===== src/rtl/regfile_wb_arbiter_pkg.sv =====
// Shared widths, write-back payload type and helpers for the register-file
// write-port arbiter.
package regfile_wb_arbiter_pkg;

  localparam int unsigned REG_AW   = 5;
  localparam int unsigned DATA_W   = 32;
  localparam int unsigned NUM_REGS = 32;
  localparam int unsigned CNT_W    = 4;

  typedef struct packed {
    logic [REG_AW-1:0] waddr;
    logic [DATA_W-1:0] wdata;
  } wb_req_t;

  // One-hot mask selecting a single architectural register.
  function automatic logic [NUM_REGS-1:0] reg_mask(input logic [REG_AW-1:0] addr);
    reg_mask = NUM_REGS'(1) << addr;
  endfunction

endpackage


===== src/rtl/regfile_wb_arbiter_wb_scoreboard.sv =====
// Pending-write scoreboard: one busy bit per architectural register, set by
// long-latency reservations and cleared by mul/div write-back.
module wb_scoreboard
  import regfile_wb_arbiter_pkg::*;
(
  input  logic                clk,
  input  logic                resetn,
  input  logic                rsv_valid,
  input  logic [REG_AW-1:0]   rsv_addr,
  output logic                rsv_ready,
  input  logic                clr_valid,
  input  logic [REG_AW-1:0]   clr_addr,
  output logic [NUM_REGS-1:0] busy_vec
);

  logic [NUM_REGS-1:0] busy_q, busy_d;
  logic                set_c;

  // Acceptance reads the pre-update bit, so a same-cycle clear never admits a set.
  always_comb begin
    rsv_ready = 1'b0;
    if (resetn) begin
      rsv_ready = (rsv_addr == '0) || !busy_q[rsv_addr];
    end
    set_c = rsv_valid && rsv_ready && (rsv_addr != '0);
  end

  always_comb begin
    busy_d = busy_q;
    if (clr_valid) begin
      busy_d = busy_d & ~reg_mask(clr_addr);
    end
    if (set_c) begin
      busy_d = busy_d | reg_mask(rsv_addr);
    end
  end

  always_ff @(posedge clk or negedge resetn) begin
    if (!resetn) begin
      busy_q <= '0;
    end else begin
      busy_q <= busy_d;
    end
  end

  assign busy_vec = busy_q;

endmodule


===== src/rtl/regfile_wb_arbiter.sv =====
// Write-port arbiter for the 32x32 register file: grants one of slot0, slot1
// or mul/div per cycle with req2 anti-starvation, and registers the write.
module regfile_wb_arbiter
  import regfile_wb_arbiter_pkg::*;
#(
  parameter int unsigned STARVE_MAX = 4
) (
  input  logic                clk,
  input  logic                resetn,
  input  logic                req0_valid,
  output logic                req0_ready,
  input  logic [REG_AW-1:0]   req0_waddr,
  input  logic [DATA_W-1:0]   req0_wdata,
  input  logic                req1_valid,
  output logic                req1_ready,
  input  logic [REG_AW-1:0]   req1_waddr,
  input  logic [DATA_W-1:0]   req1_wdata,
  input  logic                req2_valid,
  output logic                req2_ready,
  input  logic [REG_AW-1:0]   req2_waddr,
  input  logic [DATA_W-1:0]   req2_wdata,
  input  logic                rsv_valid,
  input  logic [REG_AW-1:0]   rsv_addr,
  output logic                rsv_ready,
  output logic                rf_we,
  output logic [REG_AW-1:0]   rf_waddr,
  output logic [DATA_W-1:0]   rf_wdata,
  output logic [NUM_REGS-1:0] busy_vec
);

  logic [CNT_W-1:0] starve_q, starve_d;
  logic             starve_c;
  logic             grant_c;
  wb_req_t          sel_c;
  logic             rf_we_q;
  wb_req_t          rf_q;

  assign starve_c = (starve_q == CNT_W'(STARVE_MAX));

  // Fixed priority req0 > req1 > req2, overridden by a starved req2.
  always_comb begin
    req0_ready = 1'b0;
    req1_ready = 1'b0;
    req2_ready = 1'b0;
    if (resetn) begin
      if (req2_valid && starve_c) begin
        req2_ready = 1'b1;
      end else if (req0_valid) begin
        req0_ready = 1'b1;
      end else if (req1_valid) begin
        req1_ready = 1'b1;
      end else if (req2_valid) begin
        req2_ready = 1'b1;
      end
    end
  end

  always_comb begin
    grant_c = 1'b0;
    sel_c   = '0;
    if (req0_valid && req0_ready) begin
      grant_c = 1'b1;
      sel_c   = '{waddr: req0_waddr, wdata: req0_wdata};
    end else if (req1_valid && req1_ready) begin
      grant_c = 1'b1;
      sel_c   = '{waddr: req1_waddr, wdata: req1_wdata};
    end else if (req2_valid && req2_ready) begin
      grant_c = 1'b1;
      sel_c   = '{waddr: req2_waddr, wdata: req2_wdata};
    end
  end

  always_comb begin
    starve_d = '0;
    if (req2_valid && !req2_ready) begin
      starve_d = starve_c ? starve_q : starve_q + CNT_W'(1);
    end
  end

  always_ff @(posedge clk or negedge resetn) begin
    if (!resetn) begin
      starve_q <= '0;
      rf_we_q  <= 1'b0;
      rf_q     <= '0;
    end else begin
      starve_q <= starve_d;
      rf_we_q  <= grant_c && (sel_c.waddr != '0);
      if (grant_c) begin
        rf_q <= sel_c;
      end
    end
  end

  assign rf_we    = rf_we_q;
  assign rf_waddr = rf_q.waddr;
  assign rf_wdata = rf_q.wdata;

  wb_scoreboard u_scoreboard (
    .clk       (clk),
    .resetn    (resetn),
    .rsv_valid (rsv_valid),
    .rsv_addr  (rsv_addr),
    .rsv_ready (rsv_ready),
    .clr_valid (req2_valid && req2_ready),
    .clr_addr  (req2_waddr),
    .busy_vec  (busy_vec)
  );

endmodule


===== config.mk =====
export PLATFORM = sky130hd
export DESIGN_NAME = regfile_wb_arbiter
export DESIGN_NICKNAME = d
export VERILOG_FILES = /design/src/rtl/regfile_wb_arbiter_pkg.sv /design/src/rtl/regfile_wb_arbiter_wb_scoreboard.sv /design/src/rtl/regfile_wb_arbiter.sv
export SDC_FILE = /design/constraint.sdc
export NUM_CORES = 1
export LEC_CHECK = 0
export ABC_AREA = 1
export CAP_MARGIN = 20
export CORE_ASPECT_RATIO = 0.75
export CORE_UTILIZATION = 42
export DETAILED_ROUTE_END_ITERATION = 8
export PLACE_DENSITY_LB_ADDON = 0.12
export SETUP_SLACK_MARGIN = 0.4
export SLEW_MARGIN = 25
export SYNTH_ARGS = -nofsm -noshare
export SYNTH_HDL_FRONTEND = slang
export SYNTH_SLANG_ARGS = --single-unit

===== constraint.sdc =====
create_clock -name clk -period 2.4 [get_ports clk]
set_clock_uncertainty 0.1 [all_clocks]
set_input_delay 0.72 -clock clk [delete_from_list [all_inputs] [get_ports clk]]
set_output_delay 0.72 -clock clk [all_outputs]
set_load 0.1 [all_outputs]

==> Word-level counts from Yosys, hierarchy flattened <==
Index checks and enable logic that the tools add are counted.
{ "word_totals": {"reg_bits": 74, "latchBits": 0, "ramBits": 0, "romBits": 0, "mem_count": 0} }
{ "classes": {"n_mul": 0, "shift": 2, "n_reduce_logical": 14, "muxes": 25, "eq_ne": 2, "n_bitwise": 3, "magnitude_cmp": 1, "add_sub_neg": 1, "div_mod_pow": 0} }
{ "ops": {"columns": ["operator", "count"], "rows": [
  ["37-bit two-way mux", 3],
  ["32-bit two-way mux", 2],
  ["1-bit by 5-bit << shifter with 32-bit output (first input constant)", 2],
  ["32-bit bitwise AND", 1],
  ["32-bit inverter", 1],
  ["32-bit bitwise OR", 1],
  ["1-bit two-way mux", 17],
  ["5-bit nonzero test", 2],
  ["1-bit logical AND", 8],
  ["4-bit two-way mux", 2],
  ["5-bit by 6-bit less-than comparator with 1-bit output (second input constant)", 1],
  ["1-bit binary-select mux with 5-bit select", 1],
  ["5-bit zero test", 1],
  ["4-bit by 1-bit adder with 4-bit output (second input constant)", 1],
  ["4-bit by 3-bit equality test with 1-bit output (second input constant)", 1],
  ["1-bit zero test", 2],
  ["2-bit inequality test (second input constant)", 1],
  ["1-bit logical OR", 1]
]} }

==> Logic depth before layout (Yosys ltp) <==
Gate-level depths: netlist of run 1.
{ "logic_depth": {"word_depth": 11, "depth_mapped": 12, "ltp_nobuf": 10} }

==> By module <==
From an unflattened synthesis of run 1, not the netlist that was laid out.
{ "unflattened": {"hier_cells": 561, "hier_area_um2": 4200.3} }
{ "by_module_without_submodules": {"columns": ["mod", "area_per_inst_um2", "cells_per_inst", "seq_area_each_um2", "instances"], "rows": [
  ["regfile_wb_arbiter", 2208.4, 282, 1051.0, 1],
  ["wb_scoreboard", 1991.9, 279, 800.8, 1]
]} }

==> Worst setup path after synthesis of run 1 <==
OpenSTA, ideal clock, no wires.
{ "synth_timing": {"path_type": "input port to output port", "from": "input rsv_addr[0]", "to": "output rsv_ready", "required_ns": 1.580, "path_buffers": 1, "stages": 8, "path_slack_ns": -1.168, "t_arrival_ns": 2.748, "cell_sequence": "buf_4 nand2_1 nand2_1 nand2_1 nand3_1 nand3_1 nand3_1 a21oi_1"} }
{ "synth_between": {"elab_chain_cells": 5} }
{ "synth_rtl": {"columns": ["item", "line_no", "rtl"], "rows": [
  ["from (decl)", "regfile_wb_arbiter.sv:23", "input logic [REG_AW-1:0] rsv_addr,"],
  ["1-bit binary-select mux with 5-bit select", "regfile_wb_arbiter_wb_scoreboard.sv:23", "rsv_ready = (rsv_addr == '0) || !busy_q[rsv_addr];"],
  ["1-bit two-way mux (implied by the code)", "regfile_wb_arbiter_wb_scoreboard.sv:23", null],
  ["1-bit zero test", "regfile_wb_arbiter_wb_scoreboard.sv:23", null],
  ["1-bit logical OR *", "regfile_wb_arbiter_wb_scoreboard.sv:23", null],
  ["1-bit two-way mux *", "regfile_wb_arbiter_wb_scoreboard.sv:22", "if (resetn) begin"],
  ["to (decl)", "regfile_wb_arbiter.sv:24", "output logic rsv_ready,"]
]} }
Every way passes the cells marked *; elsewhere a longest branch is shown, timed or not. The select of a mux whose other input is x is not followed.

==> Worst setup path after layout of run 1 <==
Same ends and word-level chain as after synthesis.

==> results of run 1 <==
## metal layers
metal / track usage (%) / wire length [um] / up-vias / part of all wire, %
met1: 45.2 / 7610 / 2516 / 42
met5: 0 / 0 / - / 0
met2: 48.1 / 8320 / 333 / 46
met3: 10.8 / 1990 / 28 / 11
li1: - / - / 2469 / -
met4: 7.25 / 261 / 0 / 1.4
## logic make-up (layout without fill, tap and decap cells)
logic type,after synthesis,in the layout,share of synthesized area [%]
AOI/OAI and AO/OA,46,46,7.03
adders and majority gates,2,2,0.583
xor gates and xnor gates,2,2,0.408
buffers and inverters,64,304,7.38
and+or+nand+nor,402,402,41.4
DFF,74,74,43.2
## registers in the layout (all words and copies together) (netlist names)
register               cells
rf_waddr                   5
u_scoreboard.busy_vec     32
rf_wdata                  32
starve_q                   4
rf_we                      1
## path summary, 6_finish.rpt
check	startpoint	endpoint	slack, ns	cells after the start
worst max-delay path	rsv_addr[0]	rsv_ready	-0.25	11
worst min-delay path	resetn	starve_q[0]	0.14	1
worst max register to register	starve_q[1]	rf_wdata[12]	0.35	13
worst min register to register	rf_waddr[2]	rf_waddr[2]	0.39	1
max in group asynchronous	resetn	u_scoreboard.busy_vec[18]	1.10	2
min in group clk	rf_waddr[2]	rf_waddr[2]	0.39	1
## synth_stat cells, types with 5 or more instances
cell type,count
inv_1,15
nor2_1,42
clkbuf_1,9
buf_4,5
nand4_1,73
buf_2,20
o31ai_1,16
nand2_1,241
nand3_1,38
o21ai_0,18
dfrtp_1,74
## report_power, final
part / internal (mW) / total [mW] / switching, mW
Combinational: 0.850 / 3.01 / 2.16
Sequential: 1.46 / 1.69 / 0.228
Clock: 0.724 / 1.23 / 0.503
Total: 3.04 / 5.93 / 2.89
## final cells by class
cell class | count | area, sq um
clock buffer | 13 | 250
clock inverter | 3 | 15.0
fill | 712 | 2290
inverter | 23 | 111
multi-input combinational | 452 | 2370
sequential | 74 | 1860
tap | 132 | 165
timing repair buffer | 263 | 2690
timing repair inverter | 2 | 16.3
## stage by stage
step | setup TNS (ns) | hold slack [ns] | utilization (%)
3_5_place_dp | -21.70 | 0.369 | 67.8
3_3_place_gp | -17.53 | 0.362 | 67.8
2_1_floorplan | -0.258 | 0.324 | -
4_1_cts | -0.244 | 0.127 | 72.3
5_1_grt | -0.396 | 0.128 | 76.5
6_report | -0.270 | 0.138 | 76.5
## what timing repair did
item / CTS / global route
setup buffers: 3 / 11
gates cloned: 4 / 6
endpoints found under the setup margin: 77 / 73
resized for setup: 51 / 61
pin swaps: 8 / 11
==> metrics.md, run 1 <==
| Metric | Value |
|---|---|
| Status | finished, violations left |
| Failing checks | negative setup slack |
| Crit path largest cell delay | 0.19 ns |
| Die W | 119 um |
| Post-synth ARST share | 100% |
| IO buf count | 195 |
| Clk slew on worst S/H paths | 0.05 ns |
| PwrDens | 793 nW/um^2 |
| Antenna violation net count after detailed routing | 0 |
| Drt pass-1 iters | 5 |
| Nets | 949 |
| Commonest cells after routing, fill and taps aside | nand2_1 (209), clkdlybuf4s50_1 (111), buf_4 (108) |
| Fin cells | 962 |
| Worst setup SP type | primary input |
| Post-route cell area | 7480 sq um |
| Fin. max-slew vios | 0 |
| Setup violations, final | 2 |
| Unique masters post-synth | 31 |
| DP Area | 6630 sq um |
| Synth area leader | dfrtp_1 |
| EDFF count, synth | 0 |
| Dpl ws | -0.699 ns |
| Placed insts | 922 |
| Avg Cell Area, Syn | 7.27 sq um |
| Total Wirelength | 18.2 mm |
| Starting Density | 43.9% |
| Cells after Synth | 590 |
| Die footprint | 10,600 sq um |
| Grt total ovfl | 0 |
| Ys flop type | dfrtp_1 |
| Row cnt | 31 |
| Critical Path RT | 1.58 ns |
| # IOs | 196 |
| Root Driver | clkbuf_16 |
| CP Buf/Inv Count | 4 |
| Hold Buf Count CTS | 0 |
| CP top delay family | buffers and inverters |
| Register area share after synthesis | 43.2% |
| Routability congestion estimate | 0.967 |
| Initial antenna violation count | 0 |
| First-pass GRT wire length | 25.9 mm |
| Final Critical Period | 2.65 ns |
| Wirelength per Cell | 18.9 um |
| Leading cell type in the layout, fill and taps excluded | nand2_1 |
| Arr. time, crit path | 1.83 ns |
| Clock latency at the later pin of the worst-skew pair | 0.33 ns |
| Ys Warns | 0 |
| Htree depth | 3 |
| N_diodes | 0 |
| Cell mode on critical path | buf_12 |
| CTS Sinks | 74 |
| Total chip power | 5.93 mW |
| Final Hold Viols | 0 |
| Pin count of the biggest net entering global routing | 60 |
| Critical path type | primary input to primary output |
| Clk buf depth | 2 |
| Top-area cell type share of the netlist area | 43.2% |
| Setup ws final | -0.251 ns |
| Dominant cells by area after synthesis | dfrtp_1 (43%), nand2_1 (21%), nand4_1 (11%), nand3_1 (4.4%), nor2_1 (3.7%) |
| Hpwl dp | 12.7 mm |
| Crit-path max FO | 7 |
| Total GRT Usage | 32.2% |
| RSZ-0062 raised after global routing | yes |
| Die Ht | 89.5 um |
| Element type at the critical path end | primary output |
| Leak | 3.48 nW |
| Post-Syn Area | 4290 sq um |
| DRC | 0 |
| CTS buffer count | 9 |
| Slowest cell on the critical path | buf_12 |
| Share of layout cells above drive strength 1 | 28.8% |
| Routed vias/inst | 5.56 |
| Vias in the first global route | 4,879 |
| CP cell instances | buf_12, buf_12, inv_6, nand2_2, nand2_1, nand2_1, nand3_1, nand3_2, nand3_2, a21oi_4, buf_12 |
| Least-Margin Pin Slew | 0.685 ns |
| Slew Limit Headroom | 54.3% |
| Tcrit/Tclk final | 110% |
| Peak Freq | 0.377 GHz |
| Peak supply drop | 0.000513 V |
| Initial DRC count | 648 |
| HP Class | primary input to async pin |
| Syn_nets | 714 |
| Area grow syn2layout | 74.4% |
| Max-cap viol count | 0 |
| FF+latch count, synth | 74 |
| Core Region | 9770 sq um |
| DR vias | 5,346 |
| CTS tree | yes |
Power figures use the tool's default switching activity.
==> run 2: changes to the inputs <==
--- a/config.mk
+++ b/config.mk
@@ -8,7 +8,8 @@
 export ABC_AREA = 1
 export CAP_MARGIN = 20
 export CORE_ASPECT_RATIO = 0.75
-export CORE_UTILIZATION = 42
+export CORE_UTILIZATION = 43
+export CTS_BUF_LIST = sky130_fd_sc_hd__clkbuf_8
 export DETAILED_ROUTE_END_ITERATION = 8
 export PLACE_DENSITY_LB_ADDON = 0.12
 export SETUP_SLACK_MARGIN = 0.4
==> constraint.sdc (replaced) <==
create_clock -name clk -period 3 [get_ports clk]
set_clock_uncertainty 0.1 [all_clocks]
set_input_delay 0.9 -clock clk [delete_from_list [all_inputs] [get_ports clk]]
set_output_delay 0.9 -clock clk [all_outputs]
set_load 0.1 [all_outputs]
==> run 2 against run 1 <==
The run still ends with negative setup slack left. Register-to-register slack improved by 0.40 ns. Non-clock buffer count down 36. Count of clock-buffer cells in the layout decreased by 1. Via count is 4.8% lower. First-iteration DRC count fell by 21%. Largest power group unchanged. Setup slack improved by 0.22 ns. Global-route usage decreased by 1.8 points. Flip-flop and latch count stayed put. Routed wire length is 12% lower. Highest routed layer unchanged. Utilization down 6.9 points. Combinational power shrank 26%. Critical path depth stayed put.
==> metrics.md, run 2 (synthesized netlist as in run 1, its figures left out) <==
| Metric | Value |
|---|---|
| Sw frac | 51.4% (+2.7 points) |
| Fin. max-slew vios | 0 (unchanged) |
| Total GRT Usage | 30.3% (-1.8 points) |
| Part of the power in the clock network | 17.0% (-3.7 points) |
| Row cnt | 31 (unchanged) |
| Pin count of the biggest net entering global routing | 66 (+10%) |
| N_diodes | 0 (unchanged) |
| CTS buffer count | 9 (unchanged) |
| Psw | 2.19 mW (-24%) |
| Setup ws final | -0.0332 ns (+0.218 ns) |
| Die Ht | 88.5 um (-1.1%) |
| Share of layout cells above drive strength 1 | 20.9% (-7.9 points) |
| Peak supply drop | 0.000451 V (-12%) |
| Routability congestion estimate | 0.970 (+0.29%) |
| Dpl ws | -0.462 ns (+0.237 ns) |
| Crit-path max FO | 7 (unchanged) |
| Critical path type | primary input to primary output |
| Worst setup SP type | primary input |
| Leak | 3.13 nW (-9.9%) |
| Grt total ovfl | 0 (unchanged) |
| IO buf count | 195 (unchanged) |
| First-pass GRT wire length | 24.2 mm (-6.5%) |
| Commonest cells after routing, fill and taps aside | nand2_1 (232), clkdlybuf4s50_1 (113), buf_4 (97) |
| Die footprint | 10,400 sq um (-2.3%) |
| Clock latency at the later pin of the worst-skew pair | 0.36 ns (+0.03 ns) |
| CTS tree | yes |
| Area grow syn2layout | 56.7% |
| Clk slew on worst S/H paths | 0.07 ns (+0.02 ns) |
| Arr. time, crit path | 2.03 ns (+0.20 ns) |
| Critical Path RT | 2.00 ns (+0.42 ns) |
| Root Driver | clkbuf_8 |
| Clk buf depth | 2 (unchanged) |
| Leading cell type in the layout, fill and taps excluded | nand2_1 |
| Element type at the critical path end | primary output |
| Total chip power | 4.26 mW (-28%) |
| PwrDens | 634 nW/um^2 (-20%) |
| Vias in the first global route | 4,591 (-5.9%) |
| Wirelength per Cell | 17.3 um (-8.2%) |
| Initial antenna violation count | 0 (unchanged) |
| CTS Sinks | 74 (unchanged) |
| Final Hold Viols | 0 (unchanged) |
| Antenna violation net count after detailed routing | 0 (unchanged) |
| Die W | 117 um (-1.1%) |
| Htree depth | 3 (unchanged) |
| Status | finished, violations left |
| DRC | 0 (unchanged) |
| Internal | 2.07 mW (-32%) |
| Combinational share of power | 52.2% (+1.4 points) |
| RSZ-0062 raised after global routing | yes |
| Max-cap viol count | 0 (unchanged) |
| Hold Buf Count CTS | 0 (unchanged) |
| Total Wirelength | 16.1 mm (-12%) |
| Drt pass-1 iters | 5 (unchanged) |
| Final Critical Period | 3.03 ns |
| Core Region | 9660 sq um (-1.2%) |
| Tcrit/Tclk final | 101% |
| DR vias | 5,091 (-4.8%) |
| Routed vias/inst | 5.50 (-1.1%) |
| Slew Limit Headroom | 45.6% (-8.7 points) |
| Starting Density | 44.4% (+0.53 points) |
| HP Class | primary input to async pin |
| Peak Freq | 0.330 GHz |
| Failing checks | negative setup slack |
| Initial DRC count | 514 (-21%) |
| Hpwl dp | 11.6 mm (-8.4%) |
| Flop pwr share | 30.8% (+2.3 points) |
| Setup violations, final | 1 (-1) |
| Least-Margin Pin Slew | 0.816 ns (+0.131 ns) |
| Nets | 913 (-3.8%) |
| # IOs | 196 (unchanged) |
-- run 2: cell count changes in the layout (fill, tap and decap cells not counted), moves of 9 or more --
cell	delta
buf_12	-13
nand2_1	+23
dfrtp_1	+9
clkbuf_16	-12
clkbuf_8	+11
dfrtp_2	-9
buf_4	-11
nand2_2	-12
nand2_4	-10
-- run 2: final timing paths --
| check | from | end | slack, ns | depth (start not counted) |
|---|---|---|---|---|
| max | rsv_addr[0] | rsv_ready | -0.03 | 11 |
| min in group clk | rf_waddr[4] | rf_waddr[4] | 0.39 | 2 |
| min | resetn | starve_q[0] | 0.26 | 1 |
| max reg2reg | starve_q[1] | u_scoreboard.busy_vec[22] | 0.75 | 10 |
| max in group asynchronous | resetn | rf_waddr[4] | 1.53 | 2 |
| min reg2reg | rf_waddr[4] | rf_waddr[4] | 0.39 | 2 |
-- run 2: cell type report --
| class | count | area (sq um) |
|---|---|---|
| fill | 784 | 2940 |
| multi-input combinational | 452 | 2250 |
| timing repair buffer | 227 | 2140 |
| sequential | 74 | 1850 |
| clock buffer | 12 | 165 |
| tap | 132 | 165 |
| inverter | 23 | 105 |
| timing repair inverter | 2 | 18.8 |
| clock inverter | 4 | 17.5 |
-- run 2: power groups by stage --
| stage | Sequential, mW | Combinational [mW] | Clock (mW) |
|---|---|---|---|
| 2_1_floorplan | 2.48 | 0.383 | 0 |
| 3_5_place_dp | 1.32 | 2.17 | 0 |
| 6_report | 1.31 | 2.22 | 0.725 |
| 4_1_cts | 1.31 | 2.20 | 0.735 |
| 5_1_grt | 1.33 | 2.31 | 0.773 |
| 3_3_place_gp | 1.32 | 2.15 | 0 |
-- run 2: stage by stage --
stage	utilization (%)	hold WS, ns	TNS, ns	cell area [sq um]	instances
6_report	69.6	0.257	-0.0332	6720	926
5_1_grt	69.6	0.246	-0.0881	6720	926
4_1_cts	68.7	0.248	0	6630	926
3_5_place_dp	65.3	0.371	-1.27	6300	900
3_3_place_gp	65.3	0.364	-0.936	6300	900
2_1_floorplan	-	0.406	-0.0279	4400	590
-- run 2: timing repair --
item | CTS | global route
setup endpoints to repair | 22 | 4
pin swaps | 10 | 9
gates resized for setup | 44 | 21
gates cloned | 4 | 0
buffers inserted | 6 | 0
hold endpoints to repair | 0 | 0
-- run 2: critical path, stage by stage --
cell and delay (ns):
buf_12 0.10, buf_12 0.15, inv_8 0.05, nand2_2 0.05
nand2_2 0.07, nand2_2 0.06, nand3_2 0.09, nand3_2 0.10
nand3_4 0.08, a21oi_4 0.17, buf_12 0.19
-- run 2: layer usage --
| layer | vias to the layer above | share of wire [%] | GRT usage, % |
|---|---|---|---|
| met1 | 2386 | 42 | 42.2 |
| met2 | 293 | 46 | 45.7 |
| met4 | 0 | 1.5 | 7.44 |
| li1 | 2390 | - | - |
| met3 | 22 | 11 | 10.2 |
| met5 | - | 0 | 0 |
